File: src/rtl/ca2_preimage_finder_if.sv
// Handshake and result bundle for the CA preimage finder coprocessor.
// The slave modport is the finder; the master modport is the requesting logic.
interface ca2_preimage_finder_if #(
    parameter int N_CELLS = 8
);
    logic               i_start;
    logic [N_CELLS-1:0] i_target;
    logic [3:0]         i_rule;
    logic               o_busy;
    logic               o_done;
    logic               o_found;
    logic [N_CELLS-1:0] o_preimage;
    logic [N_CELLS:0]   o_count;

    modport slave (
        input  i_start, i_target, i_rule,
        output o_busy, o_done, o_found, o_preimage, o_count
    );

    modport master (
        output i_start, i_target, i_rule,
        input  o_busy, o_done, o_found, o_preimage, o_count
    );
endinterface

File: src/rtl/ca2_preimage_finder.sv
// Exhaustive preimage search for the 8-cell circular CA step Y[i] = rule[{A[i+1], A[i]}].
// Optional macro CA2_EARLY_EXIT_EN: stop at the first match (count becomes 0 or 1).
//
// state | meaning
// ------+---------------------------------------------------------------
// IDLE  | waiting for start; results from the last search are held
// SCAN  | one candidate evaluated per cycle, accumulators updated
// DONE  | one-cycle done pulse; results already loaded and valid
module ca2_preimage_finder #(
    parameter int N_CELLS = 8
) (
    input  logic                    i_clk,
    input  logic                    i_reset,
    ca2_preimage_finder_if.slave    bus
);

    typedef enum logic [1:0] {
        S_IDLE = 2'd0,
        S_SCAN = 2'd1,
        S_DONE = 2'd2
    } state_t;

    state_t             r_state;
    state_t             w_next_state;

    logic [N_CELLS-1:0] r_cand;
    logic [N_CELLS-1:0] r_target;
    logic [3:0]         r_rule;
    logic [N_CELLS:0]   r_acc_cnt;
    logic               r_acc_found;
    logic [N_CELLS-1:0] r_acc_pre;
    logic               r_found;
    logic [N_CELLS-1:0] r_preimage;
    logic [N_CELLS:0]   r_count;

    logic [N_CELLS-1:0] w_fwd;
    logic               w_match;
    logic               w_cand_max;
    logic               w_last;
    logic [N_CELLS:0]   w_cnt_nxt;
    logic               w_found_nxt;
    logic [N_CELLS-1:0] w_pre_nxt;
    logic               w_busy;
    logic               w_done;

    // Cell N_CELLS-1 takes cell 0 as its left neighbour.
    always_comb begin
        w_fwd = '0;
        for (int i = 0; i < N_CELLS; i++) begin
            w_fwd[i] = r_rule[{r_cand[(i + 1) % N_CELLS], r_cand[i]}];
        end
    end

    assign w_match     = (w_fwd == r_target);
    assign w_cand_max  = &r_cand;
    assign w_cnt_nxt   = r_acc_cnt + {{N_CELLS{1'b0}}, w_match};
    assign w_found_nxt = r_acc_found | w_match;
    assign w_pre_nxt   = (!r_acc_found && w_match) ? r_cand : r_acc_pre;

`ifdef CA2_EARLY_EXIT_EN
    assign w_last = w_match | w_cand_max;
`else
    assign w_last = w_cand_max;
`endif

    always_ff @(posedge i_clk) begin
        if (!i_reset) begin
            r_state <= S_IDLE;
        end else begin
            r_state <= w_next_state;
        end
    end

    always_comb begin
        w_next_state = r_state;
        w_busy       = 1'b0;
        w_done       = 1'b0;
        case (r_state)
            S_IDLE: begin
                if (bus.i_start) begin
                    w_next_state = S_SCAN;
                end
            end
            S_SCAN: begin
                w_busy = 1'b1;
                if (w_last) begin
                    w_next_state = S_DONE;
                end
            end
            S_DONE: begin
                w_busy       = 1'b1;
                w_done       = 1'b1;
                w_next_state = S_IDLE;
            end
            default: begin
                w_next_state = S_IDLE;
            end
        endcase
    end

    // Results are loaded on the edge leaving SCAN so they are valid during DONE.
    always_ff @(posedge i_clk) begin
        if (!i_reset) begin
            r_cand      <= '0;
            r_target    <= '0;
            r_rule      <= '0;
            r_acc_cnt   <= '0;
            r_acc_found <= 1'b0;
            r_acc_pre   <= '0;
            r_found     <= 1'b0;
            r_preimage  <= '0;
            r_count     <= '0;
        end else begin
            case (r_state)
                S_IDLE: begin
                    if (bus.i_start) begin
                        r_target    <= bus.i_target;
                        r_rule      <= bus.i_rule;
                        r_cand      <= '0;
                        r_acc_cnt   <= '0;
                        r_acc_found <= 1'b0;
                        r_acc_pre   <= '0;
                    end
                end
                S_SCAN: begin
                    r_acc_cnt   <= w_cnt_nxt;
                    r_acc_found <= w_found_nxt;
                    r_acc_pre   <= w_pre_nxt;
                    if (w_last) begin
                        r_found    <= w_found_nxt;
                        r_preimage <= w_pre_nxt;
                        r_count    <= w_cnt_nxt;
                    end else begin
                        r_cand <= r_cand + 1'b1;
                    end
                end
                default: begin
                end
            endcase
        end
    end

    assign bus.o_busy     = w_busy;
    assign bus.o_done     = w_done;
    assign bus.o_found    = r_found;
    assign bus.o_preimage = r_preimage;
    assign bus.o_count    = r_count;

endmodule

File: src/flat_wrapper.sv
// flat-port wrapper written by rule: the top's interface ports become plain ports
module ca2_preimage_finder_flat 
#(
    parameter int N_CELLS = 8
)
  (i_clk, i_reset, bus_i_start, bus_i_target, bus_i_rule, bus_o_busy, bus_o_done, bus_o_found, bus_o_preimage, bus_o_count);
  ca2_preimage_finder_if #(.N_CELLS(N_CELLS)) bus_i ();
  input  logic i_clk;
  input  logic i_reset;
  input wire logic [$bits(bus_i.i_start)-1:0] bus_i_start;
  input wire logic [$bits(bus_i.i_target)-1:0] bus_i_target;
  input wire logic [$bits(bus_i.i_rule)-1:0] bus_i_rule;
  output wire logic [$bits(bus_i.o_busy)-1:0] bus_o_busy;
  output wire logic [$bits(bus_i.o_done)-1:0] bus_o_done;
  output wire logic [$bits(bus_i.o_found)-1:0] bus_o_found;
  output wire logic [$bits(bus_i.o_preimage)-1:0] bus_o_preimage;
  output wire logic [$bits(bus_i.o_count)-1:0] bus_o_count;
  assign bus_i.i_start = bus_i_start;
  assign bus_i.i_target = bus_i_target;
  assign bus_i.i_rule = bus_i_rule;
  assign bus_o_busy = bus_i.o_busy;
  assign bus_o_done = bus_i.o_done;
  assign bus_o_found = bus_i.o_found;
  assign bus_o_preimage = bus_i.o_preimage;
  assign bus_o_count = bus_i.o_count;
  ca2_preimage_finder #(.N_CELLS(N_CELLS)) u_core (.i_clk(i_clk), .i_reset(i_reset), .bus(bus_i));
endmodule
File: config.mk
export PLATFORM = sky130hd
export DESIGN_NAME = ca2_preimage_finder_flat
export DESIGN_NICKNAME = d
export VERILOG_FILES = /design/src/rtl/ca2_preimage_finder_if.sv /design/src/rtl/ca2_preimage_finder.sv /design/src/flat_wrapper.sv
export SDC_FILE = /design/constraint.sdc
export NUM_CORES = 1
export LEC_CHECK = 0
export ABC_AREA = 1
export CAP_MARGIN = 20
export CORE_MARGIN = 2
export CORE_UTILIZATION = 60
export DETAILED_ROUTE_END_ITERATION = 16
export MAX_ROUTING_LAYER = met4
export PLACE_DENSITY = 0.87
export SLEW_MARGIN = 20
export SYNTH_ARGS = -nofsm -noshare
export SYNTH_HDL_FRONTEND = slang
export SYNTH_SLANG_ARGS = --single-unit
File: constraint.sdc
create_clock -name i_clk -period 6.37 [get_ports i_clk]
set_input_delay 1.274 -clock i_clk [delete_from_list [all_inputs] [get_ports i_clk]]
set_output_delay 1.274 -clock i_clk [all_outputs]
set_load 0.05 [all_outputs]
; Word-level counts from Yosys, hierarchy flattened
; Index checks and enable logic that the tools add are counted.
[totals]
reg_bits = 58
latchBits = 0
ramBits = 0
romBits = 0
input_bits = 15
output_inout_bits = 20
n_memories = 0
[classes]
add_sub_neg = 2
multipliers = 0
div_mod_pow = 0
magnitude_cmp = 8
n_eq_ne = 6
shifts = 0
mux = 30
n_bitwise = 1
n_reduce_logical = 11
[op_table]
columns = cell, count
row1 = case mux 8 bit (2 select lines), 2
row2 = "< comparator 2 x 3 -> 1 bit, second input constant", 8
row3 = two-way mux 8 bit, 3
row4 = case mux 9 bit (2 select lines), 1
row5 = binary-select mux 1 bit (select 2 bit), 8
row6 = two-way mux 1 bit, 11
row7 = adder 9 x 1 -> 9 bit, 1
row8 = two-way mux 9 bit, 1
row9 = AND reduction 9 bit, 1
row10 = "adder 8 x 1 -> 8 bit, second input constant", 1
row11 = equality test 8 bit, 1
row12 = AND reduction 8 bit, 1
row13 = AND reduction 2 bit, 3
row14 = two-way mux 2 bit, 2
row15 = "inequality test 2 bit, second input constant", 2
row16 = case mux 2 bit (2 select lines), 1
row17 = AND reduction 3 bit, 1
row18 = "equality test 2 x 1 -> 1 bit, second input constant", 1
row19 = "equality test 2 bit, second input constant", 1
row20 = logical NOT 2 bit, 1
row21 = "inequality test 2 x 1 -> 1 bit, second input constant", 1
row22 = case mux 1 bit (2 select lines), 1
row23 = nonzero test 2 bit, 1
row24 = OR reduction 2 bit, 1
row25 = other kinds (3), 3

; Logic depth before layout (Yosys ltp)
; Gate-level depths: netlist (run 1).
[logic_depth]
depth_word = 6
ltp_mapped = 18

; Worst setup path before layout (run 1)
; OpenSTA, ideal clock, no wires.
[synth_path]
path_type = input to register
from = in bus_i_start
to = reg u_core.r_cand[6]
arrival_ps = 2314
required_time_ps = 6251
setup_slack_ps = 3936
cell_stages = 10
cell_sequence = nand2_1 inv_1 a21oi_2 inv_1 nand2_1 inv_1 nand4_1 nor2_1 a21oi_1 nor3_1
[synth_via]
elab_chain_len = 2
[synth_rtl]
columns = item, line
row1 = start: declaration, flat_wrapper.sv:10  ; input wire logic [$bits(bus_i.i_start)-1:0] bus_i_start;
row2 = inequality test 2 bit (no line), n/a
row3 = AND reduction 3 bit (no line), n/a
row4 = end signal: assignment, ca2_preimage_finder.sv:134  ; r_cand <= r_cand + 1'b1;
row5 = end: declaration, ca2_preimage_finder.sv:26  ; logic [N_CELLS-1:0] r_cand;
; No other way between the ends.
; A chain may end at the register's enable or synchronous reset.

; Worst setup path after layout (run 1)
; Same ends and word-level chain as after synthesis.

==> flow_summary.ini, run 1 <==
[setup_path]
r2r_cells = 18
reg2reg_to = u_core.r_acc_cnt[8]
startpoint_type = input pin
r2r-start = u_core.r_cand[0]
crit_required_ns = 6.61
crit_start = bus_i_start
ff2ff_setup_slack_ns = 3.40
end_kind = flip-flop
cp.arrival_ns = 3.91
crit_type = input pin to flip-flop
cp_max_fo = 24

[run]
maxCapViolCount = 0

[hold_path]
min_path_type = flip-flop to flip-flop
whs_path_depth = 2
hp-start = u_core.r_acc_pre[2]
min_to = u_core.r_acc_pre[2]

[cts]
clkSlewWorstSetupHoldPaths_ns = 0.07
cts_tree = done
clock_latency_ns = 0.34
cts-root-buf = clkbuf_8
post-cts-setup-buffer-count = 0
ctsHtreeMaxLevel = 3
clock-sinks = 58
cts_hold_buf = 0
cts_resized = 0
cts_buffers = 9
clk_path_buf_depth = 2

[drt]
routedWlPerCell_um = 13.0
via_per_inst = 5.34
drt_iter0_markers = 193
ant_nets = 0
routed_wl_um = 6980
firstDrtPassIters = 5
drc = 0
num_vias = 2876

[timing]
clock-skew-final_ns = 0.00853
maxSlewViolCount = 0
worst_pin_slew_ns = 1.06
period_needed_ns = 3.67
max_slew_margin_pct = 29.1
finalCritPeriodShare_pct = 57.6
finalHoldViolCount = 0
maxClockFrequency_mhz = 272
setup_violations = 0
fin_setup_tns_ns = 0
rsz0062_at_grt = false

[global_routing]
grt.overflow.total = 0
grt_max_degree = 33
groute.usage.overall_pct = 28.9
grt_pass1_wl_um = 11900
grt_pass1_vias = 2606
antenna_found_initial = 0

[finish]
drive_gt1_share_pct = 7.63
syn2layout_area_growth_pct = 20.6
design_area_sq_um = 3590
fill_cells = 385
n_antenna_cell = 0
mostFrequentLayoutCell = nand2_1
final_cell_mix = nand2_1, dfxtp_1, inv_1
layout.nets = 488

[synth]
synth_seq_cells = 58
syn_nets = 454
ys_seq_area_share_pct = 39.0
syn_area_sq_um = 2980
yosys_warnings = 0
synth_cell_types = 31
syn_avg_cell_area_sq_um = 6.87
netlist_instances = 433

[placement]
gp_congestion = 0.958
hpwlAfterDp_um = 4770
dpl-instance-area_sq_um = 3350
numPortBuffers = 34

[power_and_ir_drop]
p_int_uw = 677
p_sw_share_pct = 27.6
p_per_area_nw_per_um2 = 260
p_leak_nw = 1.50
clkPwrFrac_pct = 44.6
peakVddDrop_mv = 0.242
p_sw_uw = 259
seq_power_share_pct = 40.9
combPwrFrac_pct = 14.4

[floorplan]
die_w_um = 74.4
ios = 35
core_area_sq_um = 4750
fp.dieH_um = 74.4
fp-row-count = 25
dieArea_sq_um = 5540
initial_core_util_pct = 62.6

[status]
outcome = completed
-- power by group through the flow --
stage	registers [mW]	clock network, mW	logic, mW
6_report	0.383	0.417	0.135
5_1_grt	0.384	0.435	0.151
4_1_cts	0.382	0.417	0.134
3_5_place_dp	0.391	0	0.133
3_3_place_gp	0.390	0	0.130
2_1_floorplan	0.388	0	0.102
-- metrics by stage --
step | cells | hold WS [ns] | total power [mW] | worst slack [ns] | util (%)
after floorplan | 433 | 0.444 | 0.490 | 3.94 | -
after global placement | 523 | 0.451 | 0.520 | 2.53 | 70.4
after detailed placement | 523 | 0.453 | 0.524 | 2.39 | 70.4
after CTS | 539 | 0.469 | 0.934 | 2.74 | 75.5
after global routing | 539 | 0.487 | 0.970 | 2.39 | 75.5
final | 539 | 0.468 | 0.935 | 2.70 | 75.5
-- area by class of cell --
type,count,area (sq um),share of cell area (%)
Timing Repair Buffer,35,348,9.69
Tap cell,67,83.8,2.33
Clock buffer,9,124,3.45
Clock inverter,7,118,3.28
Inverter,53,199,5.54
Sequential cell,58,1160,32.3
Multi-Input combinational cell,310,1560,43.4
-- logic make-up (layout without fill, tap and decap cells) --
| family | count (synthesis) | count (layout) | share of synthesized area [%] |
|---|---|---|---|
| flip-flops | 58 | 58 | 39.0 |
| AND/OR/NAND/NOR | 219 | 219 | 33.4 |
| XOR/XNOR | 7 | 7 | 2.06 |
| buffers and inverters | 65 | 104 | 8.66 |
| AO/OA/AOI/OAI | 78 | 78 | 14.3 |
| adder cells (fa/ha/maj) | 6 | 6 | 2.52 |
-- flip-flops by register name (all words and copies together), names as in the netlist, 2 cells and up --
name	flops
u_core.r_rule	4
u_core.bus.o_preimage	8
u_core.r_target	8
u_core.bus.o_count	9
u_core.r_cand	8
u_core.r_acc_pre	8
u_core.r_state	2
u_core.r_acc_cnt	9
-- worst max-delay path by stage --
stage / end / depth (start not counted)
2_1_floorplan: u_core.r_cand[6] / 10
3_3_place_gp: u_core.r_cand[6] / 11
3_5_place_dp: u_core.r_cand[6] / 11
4_1_cts: u_core.r_cand[6] / 11
5_1_grt: u_core.r_cand[6] / 11
6_report: u_core.r_cand[6] / 11
-- cell usage after synthesis --
cell      instances  area [sq um]
nor2_2            2          12.5
xor2_1            4          35.0
a221oi_1          1          8.76
ha_1              6          75.1
nand3_2           3          30.0
a21oi_1          39           195
nand3b_1          1          7.51
o211ai_1          1          7.51
or2_2             1          6.26
o21ai_0          26           130
dfxtp_1          58          1160
nor2_8            1          20.0
buf_1             1          3.75
buf_4             1          7.51
nor3_2            1          10.0
inv_2             3          11.3
nand2_2           3          18.8
nor2_4            1          11.3
nand3_1          32           160
nand4_1          13          81.3
nor3_1            4          20.0
a21oi_2           2          17.5
nor2_1           28           105
buf_2             2          10.0
buf_6             1          11.3
nand2_1         127           477
clkbuf_1          7          26.3
nand3_4           2          35.0
o21a_1            9          67.6
xnor2_1           3          26.3
inv_1            50           188
-- worst max-delay path: stages --
cell and delay (ns):
clkdlybuf4s50_1 0.43, nand2_1 0.49, inv_1 0.22, a21oi_2 0.73, inv_1 0.09, nand2_1 0.18
inv_1 0.09, nand4_1 0.14, nor2_1 0.06, a21oi_1 0.13, nor3_1 0.06
-- metal layers --
metal  up-vias  GRT usage (%)  share of wire, %
met3        16           6.78               6.8
met5         -              -                 0
met4         0           11.9               1.9
met1      1276           37.3                46
li1       1470              -                 -
met2       114           43.7                45
No activity file was read; power rests on OpenSTA's default activity.
==> run 2: changes to the inputs <==
CORE_UTILIZATION = 50   (was 60)
PLACE_DENSITY = 0.77   (was 0.87)
clock period = 3.02 ns   (was 6.37 ns; I/O delays follow)
==> run 2 against run 1 <==
Count of clock-buffer cells in the layout rose by 1. First-iteration DRC count grew 30%. Critical path type is now flip-flop to flip-flop. Via count is 0.24% higher. Cell area is 0.35% lower. Global-route usage shrank 4.9 points.
==> flow_summary.ini, run 2 (synthesis results as in run 1) <==
[setup_path]
cp.arrival_ns = 3.04
crit_required_ns = 3.29
end_kind = flip-flop
cp_max_fo = 10
crit_type = flip-flop to flip-flop
startpoint_type = flip-flop

[placement]
numPortBuffers = 34
dp_slack_ns = 0.244
gp_congestion = 0.941
hpwlAfterDp_um = 4910
placedCellCount = 536

[cts]
clock_latency_ns = 0.34
clk_path_buf_depth = 2
cts_hold_buf = 0
cts_tree = done
clock-sinks = 58
cts_buffers = 9
ctsHtreeMaxLevel = 3
cts-root-buf = clkbuf_8
clkSlewWorstSetupHoldPaths_ns = 0.07

[timing]
worst_pin_slew_ns = 0.497
fin_ws_ns = 0.258
fin_setup_tns_ns = 0
maxSlewViolCount = 0
rsz0062_at_grt = false
finalHoldViolCount = 0
finalCritPeriodShare_pct = 91.5
clock-skew-final_ns = 0.00929
maxClockFrequency_mhz = 362
setup_violations = 0
max_slew_margin_pct = 66.8
period_needed_ns = 2.76

[run]
maxCapViolCount = 0

[floorplan]
dieArea_sq_um = 6590
ios = 35
core_area_sq_um = 5850
initial_core_util_pct = 50.9
fp.dieH_um = 81.2
die_w_um = 81.2
fp-row-count = 28

[global_routing]
grt_pass1_wl_um = 11900
grt.overflow.total = 0
antenna_found_initial = 0
grt_max_degree = 32
groute.usage.overall_pct = 24.0
grt_pass1_vias = 2676

[drt]
ant_nets = 0
via_per_inst = 5.22
num_vias = 2883
drt_iter0_markers = 250
routedWlPerCell_um = 12.7
drc = 0
firstDrtPassIters = 5
routed_wl_um = 6990

[finish]
final_cells = 552
syn2layout_area_growth_pct = 20.2
n_antenna_cell = 0
fill_cells = 535
final_cell_mix = nand2_1, dfxtp_1, inv_1
layout.nets = 493
drive_gt1_share_pct = 9.01
mostFrequentLayoutCell = nand2_1

[status]
outcome = completed

[power_and_ir_drop]
p_per_area_nw_per_um2 = 489
peakVddDrop_mv = 0.370
p_leak_nw = 1.49

[hold_path]
min_path_type = flip-flop to flip-flop
[run 2: layer usage]
metal,track usage (%),share of wire [%],up-vias
met2,36.1,45,86
li1,-,-,1485
met3,4.11,5.0,14
met5,-,0,-
met1,31.8,49,1298
met4,10.5,1.6,0
[run 2: final cells by class]
class	instances	area [sq um]	share of cell area (%)
Sequential cell	58	1160	32.5
Clock buffer	10	138	3.85
Inverter	53	199	5.56
Multi-Input combinational cell	310	1560	43.5
Tap cell	75	93.8	2.62
Clock inverter	6	41.3	1.15
Timing Repair Buffer	40	385	10.8
[run 2: per-stage QoR]
step	util, %	total power, mW	hold slack [ns]	instance area (sq um)
2_1_floorplan	-	1.03	0.444	2980
3_3_place_gp	58.1	1.11	0.452	3400
3_5_place_dp	58.1	1.11	0.457	3400
4_1_cts	61.1	1.76	0.468	3580
5_1_grt	61.2	1.83	0.492	3580
6_report	61.2	1.75	0.465	3580
[run 2: final timing paths]
path | from | endpoint | slack, ns | cells past startpoint
worst max-delay path | u_core.r_cand[5] | u_core.r_acc_cnt[8] | 0.26 | 18
worst min-delay path | u_core.r_acc_pre[1] | u_core.r_acc_pre[1] | 0.47 | 2
worst max register to register | u_core.r_cand[5] | u_core.r_acc_cnt[8] | 0.26 | 18
worst min register to register | u_core.r_acc_pre[1] | u_core.r_acc_pre[1] | 0.47 | 2
[run 2: power breakdown]
part           total, mW  internal [mW]  switching (mW)
combinational      0.292         0.0989           0.193
clock              0.651          0.319           0.332
sequential         0.808          0.788          0.0202
[run 2: timing repair]
item                                    in CTS  in global routing
hold endpoints to repair                     0                  0
resized for setup                            0                  2
endpoints found under the setup margin       0                  4
setup buffers                                0                  0
[run 2: worst max-delay path, stage by stage, from the launching register on]
cell     delay (ns)
dfxtp_1        0.49
inv_2          0.13
nand2_1        0.08
nand3_1        0.11
nand2_1        0.09
nand2_1        0.05
nand2_1        0.08
nand2_1        0.09
nor2_4         0.22
nand2_1        0.13
inv_1          0.08
ha_1           0.19
ha_1           0.20
nand2_1        0.09
nor2_1         0.15
nand4_1        0.13
xnor2_1        0.20
nand2_1        0.07
a21oi_1        0.13
==> run 3: changes to the inputs <==
ABC_AREA = not set   (was 1)
CORE_UTILIZATION = 36   (was 50)
PLACE_DENSITY = 0.59   (was 0.77)
==> run 3 against run 2 <==
Wire length is 4.0% higher. Hold slack worse by 0.0035 ns. Fmax is 6.9% lower. Cell area is 6.4% higher. First-iteration DRC count is 49% lower. Utilization is 14 points lower. Register-to-register slack worse by 0.20 ns. Sequential power is 2% lower. Sequential share of layout area is 1.5 points lower. Clock skew is 0.0025 ns higher. Sequential cell count stayed put. Largest power group unchanged. Highest routed layer unchanged.
==> flow_summary.ini, run 3 <==
[setup_path]
cp_common_cell = ha_4
ff2ff_setup_slack_ns = 0.05
crit_path_top_delay_cell = mux4_2
startpoint_type = flip-flop
critical-path-max-stage-delay_ns = 0.51
path_depth = 12
cp_max_fo = 4
crit_chain = mux4_2 -> xor2_1 -> nor4_4 -> nand2_1 -> inv_2 -> ha_4 -> ha_4 -> nand3_4 -> or3_4 -> or3_1 -> a21oi_2 -> o31a_1
crit_start = u_core.r_cand[0]
reg2reg_to = u_core.r_acc_cnt[8]
setup.worst_path.end = u_core.r_acc_cnt[8]
crit_type = flip-flop to flip-flop
crit_required_ns = 3.32
critPathTopFamily = simple AND/OR/NAND/NOR gates
r2r-start = u_core.r_cand[0]
r2r_cells = 12
end_kind = flip-flop
cp.arrival_ns = 3.26
path_buf_inv = 1

[placement]
numPortBuffers = 34
dpl-instance-area_sq_um = 3540
hpwlAfterDp_um = 4820
placedCellCount = 482
gp_congestion = 0.792

[drt]
drt_iter0_markers = 127
firstDrtPassIters = 4
ant_nets = 0
routed_wl_um = 7270
drc = 0
num_vias = 2547
routedWlPerCell_um = 14.5
via_per_inst = 5.07

[cts]
clock-sinks = 58
clkSlewWorstSetupHoldPaths_ns = 0.08
cts_hold_buf = 0
cts-root-buf = clkbuf_8
ctsHtreeMaxLevel = 3
cts_tree = done
clk_path_buf_depth = 2
cts_buffers = 9
clock_latency_ns = 0.36

[synth]
yosysMostFrequentCell = dfxtp_1
netlist_instances = 346
synth-edff-count = 0
async_flop_share_pct = 0
synth_common_cells = dfxtp_1, nand2_1, inv_1
synth_seq_cells = 58
synth_ff_type = dfxtp_1
syn_avg_cell_area_sq_um = 8.64
synth_area_leader_cell = dfxtp_1
ys_seq_area_share_pct = 38.8
synth_top_family_by_area = compound AO/OA/AOI/OAI gates
synth_fa_ha_area_share_pct = 2.51
synth_cell_types = 45
synth_top_area_share_pct = 38.8
synth_xor_area_share_pct = 4.98
synthTopCellsByArea = dfxtp_1, nand2_1, mux4_2
yosys-mux-area-fraction_pct = 8.62
yosys_warnings = 0
syn_area_sq_um = 2990
synth_compound_area_share_pct = 20.3
synth-simple-area-share_pct = 18.7
syn_nets = 367

[finish]
syn2layout_area_growth_pct = 27.3
drive_gt1_share_pct = 18.4
final_cell_mix = nand2_1, dfxtp_1, clkdlybuf4s50_1
utilization_pct = 46.8
mostFrequentLayoutCell = nand2_1
final_cells = 502
design_area_sq_um = 3810
n_antenna_cell = 0
layout.nets = 413

[floorplan]
die_w_um = 95.1
ios = 35
fp.dieH_um = 95.1
dieArea_sq_um = 9050
core_area_sq_um = 8130
fp-row-count = 33
initial_core_util_pct = 36.8

[timing]
clock-skew-final_ns = 0.0118
finalHoldViolCount = 0
max_slew_margin_pct = 50.5
maxSlewViolCount = 0
worst_pin_slew_ns = 0.743
fin_setup_tns_ns = 0
setup_violations = 0
rsz0062_at_grt = true
period_needed_ns = 2.97
finalCritPeriodShare_pct = 98.2
maxClockFrequency_mhz = 337

[hold_path]
min_path_type = flip-flop to flip-flop

[run]
maxCapViolCount = 0

[power_and_ir_drop]
p_leak_nw = 1.37
p_sw_share_pct = 28.9
combPwrFrac_pct = 14.2
clkPwrFrac_pct = 41.5
p_per_area_nw_per_um2 = 471
p_sw_uw = 518
p_int_mw = 1.28
seq_power_share_pct = 44.3
peakVddDrop_mv = 0.200
power_mw = 1.79

[global_routing]
grt_max_degree = 32
antenna_found_initial = 0
grt.overflow.total = 0
groute.usage.overall_pct = 17.6
grt_pass1_vias = 2421
grt_pass1_wl_um = 11900

[status]
outcome = completed
run 3: tightest hold or removal path, delay by kind of cell (launching register included):
kind / cells / cell delay, ns
flip-flops: 1 / 0.31
AND/OR/NAND/NOR: 1 / 0.05
AO/OA/AOI/OAI: 1 / 0.06
run 3: cell type report:
cell class                      instances  area (sq um)
Fill cell                             770          4330
Multi-Input combinational cell        242          1690
Sequential cell                        58          1180
Timing Repair Buffer                   57           513
Tap cell                              105           131
Clock buffer                            9           124
Inverter                               24          90.1
Clock inverter                          7          78.8
run 3: power by group through the flow:
stage / combinational [mW] / sequential [mW] / clock (mW)
finish: 0.256 / 0.795 / 0.745
global route: 0.280 / 0.797 / 0.797
CTS: 0.242 / 0.794 / 0.759
detailed placement: 0.236 / 0.812 / 0
global placement: 0.235 / 0.811 / 0
floorplan: 0.157 / 0.808 / 0
run 3: how the worst min path moves through the flow:
| stage | startpoint | end | slack, ns | depth (start not counted) |
|---|---|---|---|---|
| final | u_core.bus.o_count[1] | u_core.bus.o_count[1] | 0.46 | 2 |
| after floorplan | u_core.r_acc_pre[2] | u_core.bus.o_preimage[2] | 0.44 | 2 |
| after CTS | u_core.bus.o_count[0] | u_core.bus.o_count[0] | 0.47 | 2 |
| after global routing | u_core.bus.o_count[3] | u_core.bus.o_count[3] | 0.50 | 2 |
| after detailed placement | u_core.bus.o_count[0] | u_core.bus.o_count[0] | 0.46 | 2 |
| after global placement | u_core.bus.o_count[3] | u_core.bus.o_count[3] | 0.45 | 2 |
run 3: routing by layer:
layer	share of wire, %	GRT usage, %	vias to the layer above
met3	3.8	4.11	11
li1	-	-	1310
met4	1.6	6.88	0
met2	42	24.4	43
met1	53	24.7	1183
met5	0	-	-
run 3: cell families (layout without fill, tap and decap cells):
logic type / Yosys count / count (layout)
AO/OA/AOI/OAI: 91 / 91
adder cells (fa/ha/maj): 6 / 6
XOR/XNOR: 17 / 17
flip-flops: 58 / 58
multiplexers: 15 / 15
AND/OR/NAND/NOR: 113 / 113
buffers and inverters: 46 / 97
run 3: what timing repair did:
| item | 4_1_cts | 5_1_grt |
|---|---|---|
| setup buffers | 2 | 2 |
| setup endpoints to repair | 1 | 5 |
| pin swaps | 2 | 3 |
| gates resized for setup | 1 | 13 |
run 3: metrics by stage:
| step | setup WS, ns | hold WS [ns] |
|---|---|---|
| 2_1_floorplan | 0.0233 | 0.439 |
| 3_3_place_gp | 0.104 | 0.452 |
| 3_5_place_dp | 0.0163 | 0.460 |
| 4_1_cts | 0.00203 | 0.471 |
| 5_1_grt | -0.0756 | 0.497 |
| 6_report | 0.0533 | 0.462 |
